**src/rtl/rob_wb_tracker_if.sv**
```systemverilog
// Writeback lanes from the execute units into the ROB completion tracker.
// One slot per lane; the tracker consumes it through the 'in' modport.
interface robWbIf #(
    parameter int unsigned ROB_ADDR_WIDTH       = 4,
    parameter int unsigned DISPATCH_WIDTH       = 2,
    parameter int unsigned DISPATCH_ADDR_WIDTH  = 1,
    parameter int unsigned PHYS_REGS_ADDR_WIDTH = 7
);
    logic [DISPATCH_WIDTH-1:0]                           en;
    logic [DISPATCH_WIDTH-1:0][ROB_ADDR_WIDTH-1:0]       rob_addr;
    logic [DISPATCH_WIDTH-1:0][DISPATCH_ADDR_WIDTH-1:0]  bank_addr;
    logic [DISPATCH_WIDTH-1:0][PHYS_REGS_ADDR_WIDTH-1:0] phys_rd;
    logic [DISPATCH_WIDTH-1:0]                           is_branch_instr;
    logic [DISPATCH_WIDTH-1:0]                           taken;

    modport in  (input  en, rob_addr, bank_addr, phys_rd, is_branch_instr, taken);
    modport out (output en, rob_addr, bank_addr, phys_rd, is_branch_instr, taken);
endinterface

```
**src/rtl/rob_wb_tracker.sv**
```systemverilog
// ROB completion tracker: row allocation, per-entry writeback status and in-order commit.
// Optional ROB_WB_ERR_EN adds a sticky wb_err flag for illegal writebacks.
module rob_wb_tracker #(
    parameter int unsigned ROB_ADDR_WIDTH       = 4,
    parameter int unsigned DISPATCH_WIDTH       = 2,
    parameter int unsigned DISPATCH_ADDR_WIDTH  = 1,
    parameter int unsigned PHYS_REGS_ADDR_WIDTH = 7
) (
    input  logic                                            clk,
    input  logic                                            rst_n,
    input  logic                                            alloc_en,
    input  logic [DISPATCH_WIDTH-1:0]                       alloc_valid,
    output logic                                            alloc_ready,
    output logic [ROB_ADDR_WIDTH-1:0]                       alloc_rob_addr,
    robWbIf.in                                              wb,
    input  logic                                            flush,
    output logic                                            commit_en,
    output logic [ROB_ADDR_WIDTH-1:0]                       commit_rob_addr,
    output logic [DISPATCH_WIDTH-1:0]                       commit_valid,
    output logic [DISPATCH_WIDTH-1:0][PHYS_REGS_ADDR_WIDTH-1:0] commit_phys_rd,
    output logic [DISPATCH_WIDTH-1:0]                       commit_is_branch,
    output logic [DISPATCH_WIDTH-1:0]                       commit_taken,
    output logic [ROB_ADDR_WIDTH:0]                         count
`ifdef ROB_WB_ERR_EN
    ,
    output logic                                            wb_err
`endif
);
    localparam int unsigned DEPTH = 1 << ROB_ADDR_WIDTH;
    localparam int unsigned CW    = ROB_ADDR_WIDTH + 1;
    localparam int unsigned DW    = DISPATCH_WIDTH;
    localparam int unsigned PW    = PHYS_REGS_ADDR_WIDTH;

    logic [DEPTH-1:0][DW-1:0]         valid_q;
    logic [DEPTH-1:0][DW-1:0]         done_q;
    logic [DEPTH-1:0][DW-1:0]         is_branch_q;
    logic [DEPTH-1:0][DW-1:0]         taken_q;
    logic [DEPTH-1:0][DW-1:0][PW-1:0] phys_rd_q;
    logic [ROB_ADDR_WIDTH-1:0]        head_q;
    logic [ROB_ADDR_WIDTH-1:0]        tail_q;
    logic [CW-1:0]                    count_q;

    logic alloc_fire;
    logic row_done;

    assign alloc_ready    = (count_q < CW'(DEPTH));
    assign alloc_fire     = alloc_en && alloc_ready;
    assign alloc_rob_addr = tail_q;
    assign count          = count_q;

    // Head row is complete when no occupied bank is still waiting for writeback.
    always_comb begin
        row_done = 1'b1;
        for (int unsigned b = 0; b < DW; b++) begin
            if (valid_q[head_q][b] && !done_q[head_q][b]) begin
                row_done = 1'b0;
            end
        end
    end

    assign commit_en        = (count_q != '0) && row_done;
    assign commit_rob_addr  = head_q;
    assign commit_valid     = valid_q[head_q];
    assign commit_phys_rd   = phys_rd_q[head_q];
    assign commit_is_branch = is_branch_q[head_q];
    assign commit_taken     = taken_q[head_q];

    // Lanes are applied in ascending order so the highest lane's write lands last.
    always_ff @(posedge clk or negedge rst_n) begin
        if (!rst_n) begin
            valid_q     <= '0;
            done_q      <= '0;
            is_branch_q <= '0;
            taken_q     <= '0;
            phys_rd_q   <= '0;
            head_q      <= '0;
            tail_q      <= '0;
            count_q     <= '0;
        end else if (flush) begin
            valid_q <= '0;
            done_q  <= '0;
            head_q  <= '0;
            tail_q  <= '0;
            count_q <= '0;
        end else begin
            for (int unsigned l = 0; l < DW; l++) begin
                if (wb.en[l] && valid_q[wb.rob_addr[l]][wb.bank_addr[l]]) begin
                    done_q[wb.rob_addr[l]][wb.bank_addr[l]]      <= 1'b1;
                    phys_rd_q[wb.rob_addr[l]][wb.bank_addr[l]]   <= wb.phys_rd[l];
                    is_branch_q[wb.rob_addr[l]][wb.bank_addr[l]] <= wb.is_branch_instr[l];
                    taken_q[wb.rob_addr[l]][wb.bank_addr[l]]     <= wb.taken[l];
                end
            end
            if (commit_en) begin
                valid_q[head_q] <= '0;
                head_q          <= head_q + ROB_ADDR_WIDTH'(1);
            end
            if (alloc_fire) begin
                valid_q[tail_q] <= alloc_valid;
                done_q[tail_q]  <= '0;
                tail_q          <= tail_q + ROB_ADDR_WIDTH'(1);
            end
            case ({alloc_fire, commit_en})
                2'b10:   count_q <= count_q + CW'(1);
                2'b01:   count_q <= count_q - CW'(1);
                default: count_q <= count_q;
            endcase
        end
    end

`ifdef ROB_WB_ERR_EN
    logic wb_err_c;

    // Illegal: target not occupied, target already done, or two lanes on one entry.
    always_comb begin
        wb_err_c = 1'b0;
        for (int unsigned l = 0; l < DW; l++) begin
            if (wb.en[l] && (!valid_q[wb.rob_addr[l]][wb.bank_addr[l]]
                             || done_q[wb.rob_addr[l]][wb.bank_addr[l]])) begin
                wb_err_c = 1'b1;
            end
            for (int unsigned k = l + 1; k < DW; k++) begin
                if (wb.en[l] && wb.en[k] && (wb.rob_addr[l] == wb.rob_addr[k])
                    && (wb.bank_addr[l] == wb.bank_addr[k])) begin
                    wb_err_c = 1'b1;
                end
            end
        end
    end

    always_ff @(posedge clk or negedge rst_n) begin
        if (!rst_n) begin
            wb_err <= 1'b0;
        end else if (flush) begin
            wb_err <= 1'b0;
        end else if (wb_err_c) begin
            wb_err <= 1'b1;
        end
    end
`endif

endmodule

```
**src/flat_wrapper.sv**
```systemverilog
// flat-port wrapper written by rule: the top's interface ports become plain ports
module rob_wb_tracker_flat 
#(
    parameter int unsigned ROB_ADDR_WIDTH       = 4,
    parameter int unsigned DISPATCH_WIDTH       = 2,
    parameter int unsigned DISPATCH_ADDR_WIDTH  = 1,
    parameter int unsigned PHYS_REGS_ADDR_WIDTH = 7
)
  (clk, rst_n, alloc_en, alloc_valid, alloc_ready, alloc_rob_addr, flush, commit_en, commit_rob_addr, commit_valid, commit_phys_rd, commit_is_branch, commit_taken, count, wb_en, wb_rob_addr, wb_bank_addr, wb_phys_rd, wb_is_branch_instr, wb_taken);
  robWbIf #(.ROB_ADDR_WIDTH(ROB_ADDR_WIDTH), .DISPATCH_WIDTH(DISPATCH_WIDTH), .DISPATCH_ADDR_WIDTH(DISPATCH_ADDR_WIDTH), .PHYS_REGS_ADDR_WIDTH(PHYS_REGS_ADDR_WIDTH)) wb_i ();
  input  logic clk;
  input  logic rst_n;
  input  logic alloc_en;
  input  logic [DISPATCH_WIDTH-1:0] alloc_valid;
  output logic alloc_ready;
  output logic [ROB_ADDR_WIDTH-1:0] alloc_rob_addr;
  input  logic flush;
  output logic commit_en;
  output logic [ROB_ADDR_WIDTH-1:0] commit_rob_addr;
  output logic [DISPATCH_WIDTH-1:0] commit_valid;
  output logic [DISPATCH_WIDTH-1:0][PHYS_REGS_ADDR_WIDTH-1:0] commit_phys_rd;
  output logic [DISPATCH_WIDTH-1:0] commit_is_branch;
  output logic [DISPATCH_WIDTH-1:0] commit_taken;
  output logic [ROB_ADDR_WIDTH:0] count;
  input wire logic [$bits(wb_i.en)-1:0] wb_en;
  input wire logic [$bits(wb_i.rob_addr)-1:0] wb_rob_addr;
  input wire logic [$bits(wb_i.bank_addr)-1:0] wb_bank_addr;
  input wire logic [$bits(wb_i.phys_rd)-1:0] wb_phys_rd;
  input wire logic [$bits(wb_i.is_branch_instr)-1:0] wb_is_branch_instr;
  input wire logic [$bits(wb_i.taken)-1:0] wb_taken;
  assign wb_i.en = wb_en;
  assign wb_i.rob_addr = wb_rob_addr;
  assign wb_i.bank_addr = wb_bank_addr;
  assign wb_i.phys_rd = wb_phys_rd;
  assign wb_i.is_branch_instr = wb_is_branch_instr;
  assign wb_i.taken = wb_taken;
  rob_wb_tracker #(.ROB_ADDR_WIDTH(ROB_ADDR_WIDTH), .DISPATCH_WIDTH(DISPATCH_WIDTH), .DISPATCH_ADDR_WIDTH(DISPATCH_ADDR_WIDTH), .PHYS_REGS_ADDR_WIDTH(PHYS_REGS_ADDR_WIDTH)) u_core (.clk(clk), .rst_n(rst_n), .alloc_en(alloc_en), .alloc_valid(alloc_valid), .alloc_ready(alloc_ready), .alloc_rob_addr(alloc_rob_addr), .wb(wb_i), .flush(flush), .commit_en(commit_en), .commit_rob_addr(commit_rob_addr), .commit_valid(commit_valid), .commit_phys_rd(commit_phys_rd), .commit_is_branch(commit_is_branch), .commit_taken(commit_taken), .count(count));
endmodule
```
**config.mk**
```make
export PLATFORM = sky130hd
export DESIGN_NAME = rob_wb_tracker_flat
export DESIGN_NICKNAME = d
export VERILOG_FILES = /design/src/rtl/rob_wb_tracker_if.sv /design/src/rtl/rob_wb_tracker.sv /design/src/flat_wrapper.sv
export SDC_FILE = /design/constraint.sdc
export NUM_CORES = 1
export LEC_CHECK = 0
export ABC_CLOCK_PERIOD_IN_PS = 7850
export CAP_MARGIN = 10
export CORE_MARGIN = 4
export CORE_UTILIZATION = 59
export DETAILED_ROUTE_END_ITERATION = 16
export PLACE_DENSITY = 0.88
export SETUP_SLACK_MARGIN = 0.02
export SYNTH_ARGS = -nofsm -noshare
export SYNTH_HDL_FRONTEND = slang
export SYNTH_SLANG_ARGS = --single-unit
```
**constraint.sdc**
```tcl
create_clock -name clk -period 7.85 [get_ports clk]
set_input_delay 1.1775 -clock clk [delete_from_list [all_inputs] [get_ports clk]]
set_output_delay 1.1775 -clock clk [all_outputs]
set_load 0.005 [all_outputs]
```
After elaboration in Yosys (flattened, before gate mapping)
Cells that the tools add are included.
{"block": "totals", "input_bits": 36, "elab_cells": 214, "regBits": 365}
{"block": "op_classes", "bitwise_logic": 6, "n_reduce_logical": 18, "muxes": 72, "addsub": 4, "eq_ne": 2, "magnitude_cmp": 13}
{"cell": "224-bit 2-to-1 mux", "n": 3}
{"cell": "32-bit 2-to-1 mux", "n": 16}
{"cell": "224-bit bitwise mux", "n": 2}
{"cell": "32-bit bitwise mux", "n": 5}
{"cell": "14-bit demux with 4-bit select", "n": 2}
{"cell": "32-bit bitwise AND", "n": 2}
{"cell": "32-bit inverter", "n": 2}
{"cell": "32-bit OR", "n": 2}
{"cell": "14-bit binary-select mux with 4-bit select", "n": 1}
{"cell": "2-bit binary-select mux with 4-bit select", "n": 6}
{"cell": "14-bit 2-to-1 mux", "n": 3}
{"cell": "2-bit demux with 4-bit select", "n": 4}
{"cell": "4-bit by 5-bit < comparator with 1-bit output, second input constant", "n": 4}
{"cell": "2-bit 2-to-1 mux", "n": 10}
{"cell": "4-bit by 1-bit greater-or-equal comparator with 1-bit output, second input constant", "n": 4}
{"cell": "4-bit 2-to-1 mux", "n": 4}
{"cell": "7-bit demux with 1-bit select", "n": 2}
{"cell": "7-bit 2-to-1 mux", "n": 2}
{"cell": "1-bit logical AND", "n": 12}
{"cell": "5-bit case mux with 2 select lines", "n": 1}
{"cell": "4-bit by 1-bit adder with 4-bit output, second input constant", "n": 2}
{"cell": "1-bit 2-to-1 mux", "n": 8}
{"cell": "5-bit by 1-bit adder with 5-bit output, second input constant", "n": 1}
{"cell": "5-bit < comparator, second input constant", "n": 1}
{"cell": "11 further kinds", "n": 16}

Longest topological paths before layout
Gate-level depths: netlist of the first run.
{"block": "logic_depth", "depth_word": 15, "depth_mapped": 13, "ltp_nobuf": 11}

Worst setup path before layout of the first run
No wires, ideal clock.
{"block": "synth_path", "path_type": "flip-flop to output port", "start": "register u_core.head_q[0], in the netlist u_core.commit_rob_addr[0]", "end": "output port commit_phys_rd[10] in the netlist's numbering", "required_time_ns": 6.673, "t_arrival_ns": 2.531, "setup_slack_ns": 4.141, "path_stages_with_launch": 7, "path_cell_list": "dfrtp_1 -> buf_4 -> buf_6 -> buf_2 -> buf_1 -> mux4_2 -> mux4_2"}
{"item": "start, declared", "line_no": "rob_wb_tracker.sv:39", "text": "logic [ROB_ADDR_WIDTH-1:0] head_q;"}
{"item": "start signal, assigned", "line_no": "rob_wb_tracker.sv:96", "text": "head_q <= head_q + ROB_ADDR_WIDTH'(1);"}
{"item": "end, declared", "line_no": "flat_wrapper.sv:21", "text": "output logic [DISPATCH_WIDTH-1:0][PHYS_REGS_ADDR_WIDTH-1:0] commit_phys_rd;"}

Final worst setup path of the first run
{"block": "layout_path", "start": "register u_core.head_q[1], in the netlist u_core.commit_rob_addr[1]", "end": "output port commit_en"}
{"block": "layout_via", "elab_chain_cells": 7, "elab_cells_between_ends": 11, "cone_classes": "mux: 6; reduce/logical: 5"}
{"item": "2-bit binary-select mux with 4-bit select", "line_no": "rob_wb_tracker.sv:55", "text": "if (valid_q[head_q][b] && !done_q[head_q][b]) begin"}
{"item": "2-bit 2-to-1 mux (not written as such)", "line_no": "rob_wb_tracker.sv:55"}
{"item": "1-bit zero test", "line_no": "rob_wb_tracker.sv:55"}
{"item": "1-bit logical AND", "line_no": "rob_wb_tracker.sv:55"}
{"item": "1-bit 2-to-1 mux", "line_no": "rob_wb_tracker.sv:55"}
{"item": "1-bit 2-to-1 mux *", "line_no": "rob_wb_tracker.sv:55"}
{"item": "1-bit logical AND *", "line_no": "rob_wb_tracker.sv:61", "text": "assign commit_en = (count_q != '0) && row_done;"}
{"item": "end, declared", "line_no": "flat_wrapper.sv:18", "text": "output logic commit_en;"}
Every way passes the cells marked *; elsewhere a longest branch is shown, timed or not. The select of a mux whose other input is x is not followed.

==> results.py, run 1 <==
metrics = {
    "outcome": {
        "outcome": "completed",
    },
    "grt": {
        "grt_pass1_vias": 16700,
        "antenna_found_initial": 2,
        "globalRouteOverflowTotal": 0,
        "grt_pass1_wl_mm": 97.5,
        "grt_usage_pct": 34.3,
        "grt_max_degree": 116,
    },
    "pwr": {
        "irDropWorstVdd_uv": 262,
        "clkPwrFrac_pct": 38.0,
        "power.switching_mw": 1.47,
        "p_leak_nw": 8.66,
        "power.total_mw": 4.96,
        "cell_internal_pwr_mw": 3.49,
        "power.density_nw_per_um2": 228,
        "swShare_pct": 29.7,
        "seqPwrFrac_pct": 41.9,
        "combPwrFrac_pct": 20.1,
    },
    "logic_synthesis": {
        "syn_inst": 1762,
        "ys_ff_latch": 365,
        "mappedNetlistArea_um2": 19900,
        "synth_edf_count": 0,
        "synthFlopType": "dfrtp_1",
        "syn_area_per_cell_um2": 11.3,
        "synthDistinctLibCells": 62,
        "ys_seq_area_share_pct": 45.9,
        "async_reset_ff_share_pct": 100,
        "synth_nets": 1808,
        "synth_warnings": 0,
    },
    "worst_setup_path": {
        "max_stage_delay_ns": 0.88,
        "reg2reg_slack_ns": 3.77,
        "cp.arrival_ns": 4.47,
        "path_max_fanout": 48,
        "setup.worst_path.start_class": "flip-flop",
        "crit_buf_inv": 2,
        "endpoint_kind": "output port",
        "path_class": "reg -> out",
        "path_cells": "buf_4, mux4_2, a22o_1, nor2_1, a22oi_1, and2_1, clkdlybuf4s50_1",
        "cp_slowest_cell": "dfrtp_4",
        "cp.required_ns": 6.67,
        "cp_top_family": "buffers and inverters",
    },
    "timing": {
        "tightest_slew_ns": 1.23,
        "setup_viol": 0,
        "finalMaxSlewViolations": 0,
        "finalCriticalPeriod_ns": 5.65,
        "timing.final.crit_share_pct": 72.0,
        "fin_skew_ns": 0.0128,
        "rsz0062_at_grt": "false",
        "hold_violations": 0,
        "slew_headroom_pct": 18.0,
        "setup_tns_ns": 0,
        "timing.fmax_ghz": 0.177,
        "hold_slack_ns": 0.489,
    },
    "final_layout": {
        "layout_commonest_cell": "dfrtp_1",
        "nets": 1762,
        "areaGrowthSynthToFinish_pct": 9.24,
        "antenna_cells": 0,
        "fillers": 2447,
        "final_cell_mix": "dfrtp_1 (363), nand2_1 (270), o22a_1 (198)",
        "layout.area.seq_um2": 9140,
        "multiInputGateArea_um2": 9780,
        "drive_gt1_share_pct": 14.6,
    },
    "drt": {
        "wirelength_mm": 62.3,
        "ant_nets": 0,
        "wl_per_cell_um": 28.5,
        "drtIter0Drc": 2700,
        "post-route-drc-count": 0,
        "first_pass_iters": 7,
        "num_vias": 16600,
        "via_per_inst": 7.60,
    },
    "floorplan": {
        "rows": 66,
        "die_w_um": 192,
        "dieArea_um2": 36700,
        "start_util_pct": 60.5,
        "core-area_um2": 32900,
        "die_y_um": 192,
        "num_io_pins": 71,
    },
    "clock_tree": {
        "clock_sinks": 365,
        "cts.clk_slew.worst_paths_ns": 0.06,
        "cts_tree": "yes",
        "cts_buffers": 40,
        "clk_path_buf_depth": 3,
        "cts_hold_buf": 0,
        "clock-root-buffer": "clkbuf_16",
        "h-tree-depth": 2,
        "post_cts_buffers": 0,
        "clkLatencyLatePin_ns": 0.56,
        "cts_resized": 0,
    },
    "flow_run": {
        "cap_violations": 0,
    },
    "place": {
        "port_buffers": 70,
        "dp_hpwl_mm": 41.3,
        "globalplace.congestion": 0.971,
    },
    "worst_hold_path": {
        "holdCritPathClass": "reg -> reg",
    },
}
per-stage QoR:
stage | worst slack [ns] | cell area, um^2 | cells | utilization [%]
global placement | 2.73 | 20400 | 2116 | 62.2
CTS | 2.22 | 21700 | 2186 | 66.1
floorplan | 4.14 | 19900 | 1762 | -
global route | 1.93 | 21700 | 2186 | 66.1
detailed placement | 2.66 | 20400 | 2116 | 62.2
finish | 2.20 | 21700 | 2186 | 66.1
worst register-to-register path, delay by kind of cell (launching register included):
| family | cells | cell delay (ns) |
|---|---|---|
| muxes | 2 | 0.80 |
| buffers and inverters | 1 | 0.70 |
| and+or+nand+nor | 2 | 0.93 |
| DFF | 1 | 0.88 |
| AOI/OAI and AO/OA | 4 | 0.61 |
power groups by stage:
stage	Sequential, mW	Clock (mW)	Combinational, mW
floorplan	2.03	0	0.725
detailed placement	2.11	0	0.982
global placement	2.10	0	0.953
global route	2.09	1.97	1.07
finish	2.08	1.88	0.998
CTS	2.07	1.88	0.987
registers in the layout, summed over array words and instances, names as in the netlist:
register,cells
u_core.phys_rd_q,224
u_core.is_branch_q,32
u_core.count,5
u_core.done_q,32
u_core.alloc_rob_addr,4
u_core.valid_q,32
u_core.commit_rob_addr,4
u_core.taken_q,32
final timing paths:
check / from / end / cells past startpoint
hold reg to reg: u_core.taken_q[19]$_DFFE_PN0N_ / u_core.taken_q[19]$_DFFE_PN0N_ / 1
setup / recovery: u_core.commit_rob_addr[1]$_DFFE_PN0P_ / commit_en / 7
max in group asynchronous: rst_n / u_core.phys_rd_q[202]$_DFFE_PN0N_ / 2
hold / removal: u_core.taken_q[19]$_DFFE_PN0N_ / u_core.taken_q[19]$_DFFE_PN0N_ / 1
setup reg to reg: u_core.commit_rob_addr[1]$_DFFE_PN0P_ / u_core.count[3]$_DFFE_PN0P_ / 9
min in group asynchronous: rst_n / u_core.phys_rd_q[33]$_DFFE_PN0N_ / 1
Yosys cell counts, types with 5 or more instances:
cell type  number  area, um^2
a21o_1          7        52.6
a21oi_1        13        65.1
a21oi_2        11        96.3
a22oi_1        67         503
a31oi_1        14        87.6
and2_1          6        37.5
buf_1          24        90.1
buf_2          40         200
buf_4          11        82.6
buf_6           7        78.8
clkbuf_1       91         342
clkbuf_4        9        67.6
dfrtp_1       365        9130
ha_1           10         125
inv_1           7        26.3
mux4_1          8         210
mux4_2        117        2640
nand2_1       270        1010
nand2_2         6        37.5
nand2b_1       41         257
nand3_1        20         100
nand3_2        11         110
nand3b_1        5        37.5
nor2_1         96         360
nor2b_1         8        50.1
nor3_1         33         165
o21ai_0        16        80.1
o21ai_1        25         125
o221ai_1      153        1340
o22a_1        198        1730
o2bb2ai_1       9        78.8
xnor2_1         8        70.1
area by class of cell:
type                            count  area share (%)
Inverter                            7           0.121
Sequential cell                   365            42.1
Tap cell                          442            2.55
Timing Repair Buffer              101            4.33
Clock inverter                     14           0.720
Clock buffer                       56            5.17
Multi-Input combinational cell   1201            45.0
kinds of logic (layout without fill, tap and decap cells):
| logic type | count (synthesis) | after routing | synth area share (%) |
|---|---|---|---|
| xor gates and xnor gates | 11 | 11 | 0.485 |
| adders and majority gates | 10 | 10 | 0.629 |
| muxes | 127 | 127 | 14.4 |
| DFF | 365 | 365 | 45.9 |
| and+or+nand+nor | 527 | 527 | 12.2 |
| buffers and inverters | 196 | 178 | 4.86 |
| AOI/OAI and AO/OA | 526 | 526 | 21.4 |
per-layer routing:
metal	track usage, %	part of all wire (%)
met1	45.3	36
met2	52.8	46
met3	9.81	13
met4	16.4	6.0
met5	0	0.048
(Power assumes the default switching activity.)
==> run 2, diff against run 1 <==
--- a/config.mk
+++ b/config.mk
@@ -5,7 +5,7 @@
 export SDC_FILE = /design/constraint.sdc
 export NUM_CORES = 1
 export LEC_CHECK = 0
-export ABC_CLOCK_PERIOD_IN_PS = 7850
+export ABC_CLOCK_PERIOD_IN_PS = 5390
 export CAP_MARGIN = 10
 export CORE_MARGIN = 4
 export CORE_UTILIZATION = 59
==> constraint.sdc (replaced) <==
create_clock -name clk -period 5.39 [get_ports clk]
set_input_delay 0.8085 -clock clk [delete_from_list [all_inputs] [get_ports clk]]
set_output_delay 0.8085 -clock clk [all_outputs]
set_load 0.005 [all_outputs]
==> results.py, run 2 (synthesis gave the netlist of run 1 again) <==
metrics = {
    "timing": {
        "setup_viol": 0,
        "setup_tns_ns": 0,
        "hold_violations": 0,
        "fin_skew_ns": 0.0136,
        "timing.final.crit_share_pct": 85.8,
        "timing.fmax_ghz": 0.216,
        "finalCriticalPeriod_ns": 4.62,
        "tightest_slew_ns": 1.29,
        "rsz0062_at_grt": "false",
        "slew_headroom_pct": 14.0,
        "finalMaxSlewViolations": 0,
        "hold_slack_ns": 0.348,
    },
    "grt": {
        "grt_pass1_vias": 17100,
        "antenna_found_initial": 0,
        "grt_usage_pct": 35.3,
        "grt_max_degree": 142,
        "globalRouteOverflowTotal": 0,
        "grt_pass1_wl_mm": 100,
    },
    "final_layout": {
        "layout_commonest_cell": "dfrtp_1",
        "largest_register_ffs": 224,
        "fillers": 2384,
        "final_cell_mix": "dfrtp_1 (363), nand2_1 (270), o22a_1 (198)",
        "largest_register": "u_core.phys_rd_q",
        "multiInputGateArea_um2": 9780,
        "drive_gt1_share_pct": 14.9,
        "layout.area.seq_um2": 9140,
        "post-route-util_pct": 66.5,
        "nets": 1761,
        "areaGrowthSynthToFinish_pct": 9.95,
        "antenna_cells": 0,
    },
    "clock_tree": {
        "cts_hold_buf": 0,
        "clk_path_buf_depth": 3,
        "cts_tree": "yes",
        "clock_sinks": 365,
        "cts_buffers": 40,
        "h-tree-depth": 2,
        "clkLatencyLatePin_ns": 0.54,
        "post_cts_buffers": 0,
        "clock-root-buffer": "clkbuf_16",
        "cts_resized": 0,
        "cts.clk_slew.worst_paths_ns": 0.06,
    },
    "worst_setup_path": {
        "cp_common_cell": "a22oi_1",
        "path_class": "reg -> out",
        "path_max_fanout": 24,
        "cp.arrival_ns": 3.82,
        "cp_top_family": "flip-flops",
        "max_stage_delay_ns": 1.20,
        "cp_slowest_cell": "dfrtp_1",
        "path_cells": "nor2_1, a22oi_1, nand2_1, a22oi_1, and2_1, clkdlybuf4s50_1",
        "endpoint_kind": "output port",
        "cp.required_ns": 4.58,
        "crit_buf_inv": 1,
        "setup.worst_path.start_class": "flip-flop",
    },
    "floorplan": {
        "rows": 66,
        "core-area_um2": 32900,
        "dieArea_um2": 36700,
        "start_util_pct": 60.5,
        "die_w_um": 192,
        "num_io_pins": 71,
        "die_y_um": 192,
    },
    "flow_run": {
        "cap_violations": 0,
    },
    "drt": {
        "first_pass_iters": 6,
        "ant_nets": 0,
        "wirelength_mm": 64.0,
        "post-route-drc-count": 0,
        "via_per_inst": 7.74,
        "num_vias": 16900,
        "drtIter0Drc": 2814,
        "wl_per_cell_um": 29.2,
    },
    "pwr": {
        "power.density_nw_per_um2": 339,
        "irDropWorstVdd_uv": 283,
        "p_leak_nw": 8.72,
    },
    "worst_hold_path": {
        "holdCritPathClass": "in -> async",
    },
    "place": {
        "globalplace.congestion": 1.00,
        "port_buffers": 70,
        "dp_hpwl_mm": 41.8,
    },
    "outcome": {
        "outcome": "completed",
    },
}
-- run 2: cell types whose count changed in the layout (fill, tap and decap cells not counted), sizes merged --
cell      change
bufinv        +1
buf           -1
inv           -1
clkinvlp      +2
clkbuf        +2
-- run 2: power breakdown --
group / switching (mW) / internal (mW) / total [mW]
logic: 0.793 / 0.653 / 1.45
clock network: 1.16 / 1.72 / 2.88
registers: 0.235 / 2.85 / 3.08
-- run 2: worst paths after layout --
check                                                      start                               endpoint  slack [ns]  cells after the start
max in group asynchronous                                  rst_n  u_core.commit_rob_addr[1]$_DFFE_PN0P_        3.60                      2
hold reg to reg                u_core.phys_rd_q[196]$_DFFE_PN0N_      u_core.phys_rd_q[196]$_DFFE_PN0N_        0.48                      2
min in group clk               u_core.phys_rd_q[196]$_DFFE_PN0N_      u_core.phys_rd_q[196]$_DFFE_PN0N_        0.48                      2
setup / recovery           u_core.commit_rob_addr[3]$_DFFE_PN0P_                              commit_en        0.77                      6
hold / removal                                             rst_n       u_core.phys_rd_q[28]$_DFFE_PN0N_        0.35                      1
setup reg to reg           u_core.commit_rob_addr[3]$_DFFE_PN0P_            u_core.count[3]$_DFFE_PN0P_        1.49                      9
-- run 2: final cells by class --
| cell class | instances | share of cell area [%] |
|---|---|---|
| inverter | 7 | 0.120 |
| clock buffer | 58 | 5.40 |
| timing repair buffer | 100 | 4.49 |
| sequential | 365 | 41.8 |
| multi-input combinational | 1201 | 44.8 |
| tap | 442 | 2.53 |
| clock inverter | 16 | 0.898 |
-- run 2: metal layers --
layer / vias to the layer above / routed length [um] / GRT usage, % / part of all wire [%]
li1: 6702 / - / - / -
met1: 8328 / 22000 / 46.6 / 34
met2: 1565 / 29100 / 53.9 / 45
met3: 346 / 8410 / 9.61 / 13
met4: 0 / 4480 / 18.6 / 7.0
met5: - / 0 / 0 / 0
-- run 2: stage by stage --
step / total power, mW / worst slack [ns] / instances / instance area (um^2)
finish: 7.41 / 0.765 / 2189 / 21900
global placement: 4.49 / 0.829 / 2115 / 20500
detailed placement: 4.54 / 0.725 / 2115 / 20500
floorplan: 4.01 / 2.05 / 1762 / 19900
global route: 7.65 / 0.662 / 2189 / 21900
CTS: 7.39 / 0.861 / 2189 / 21900
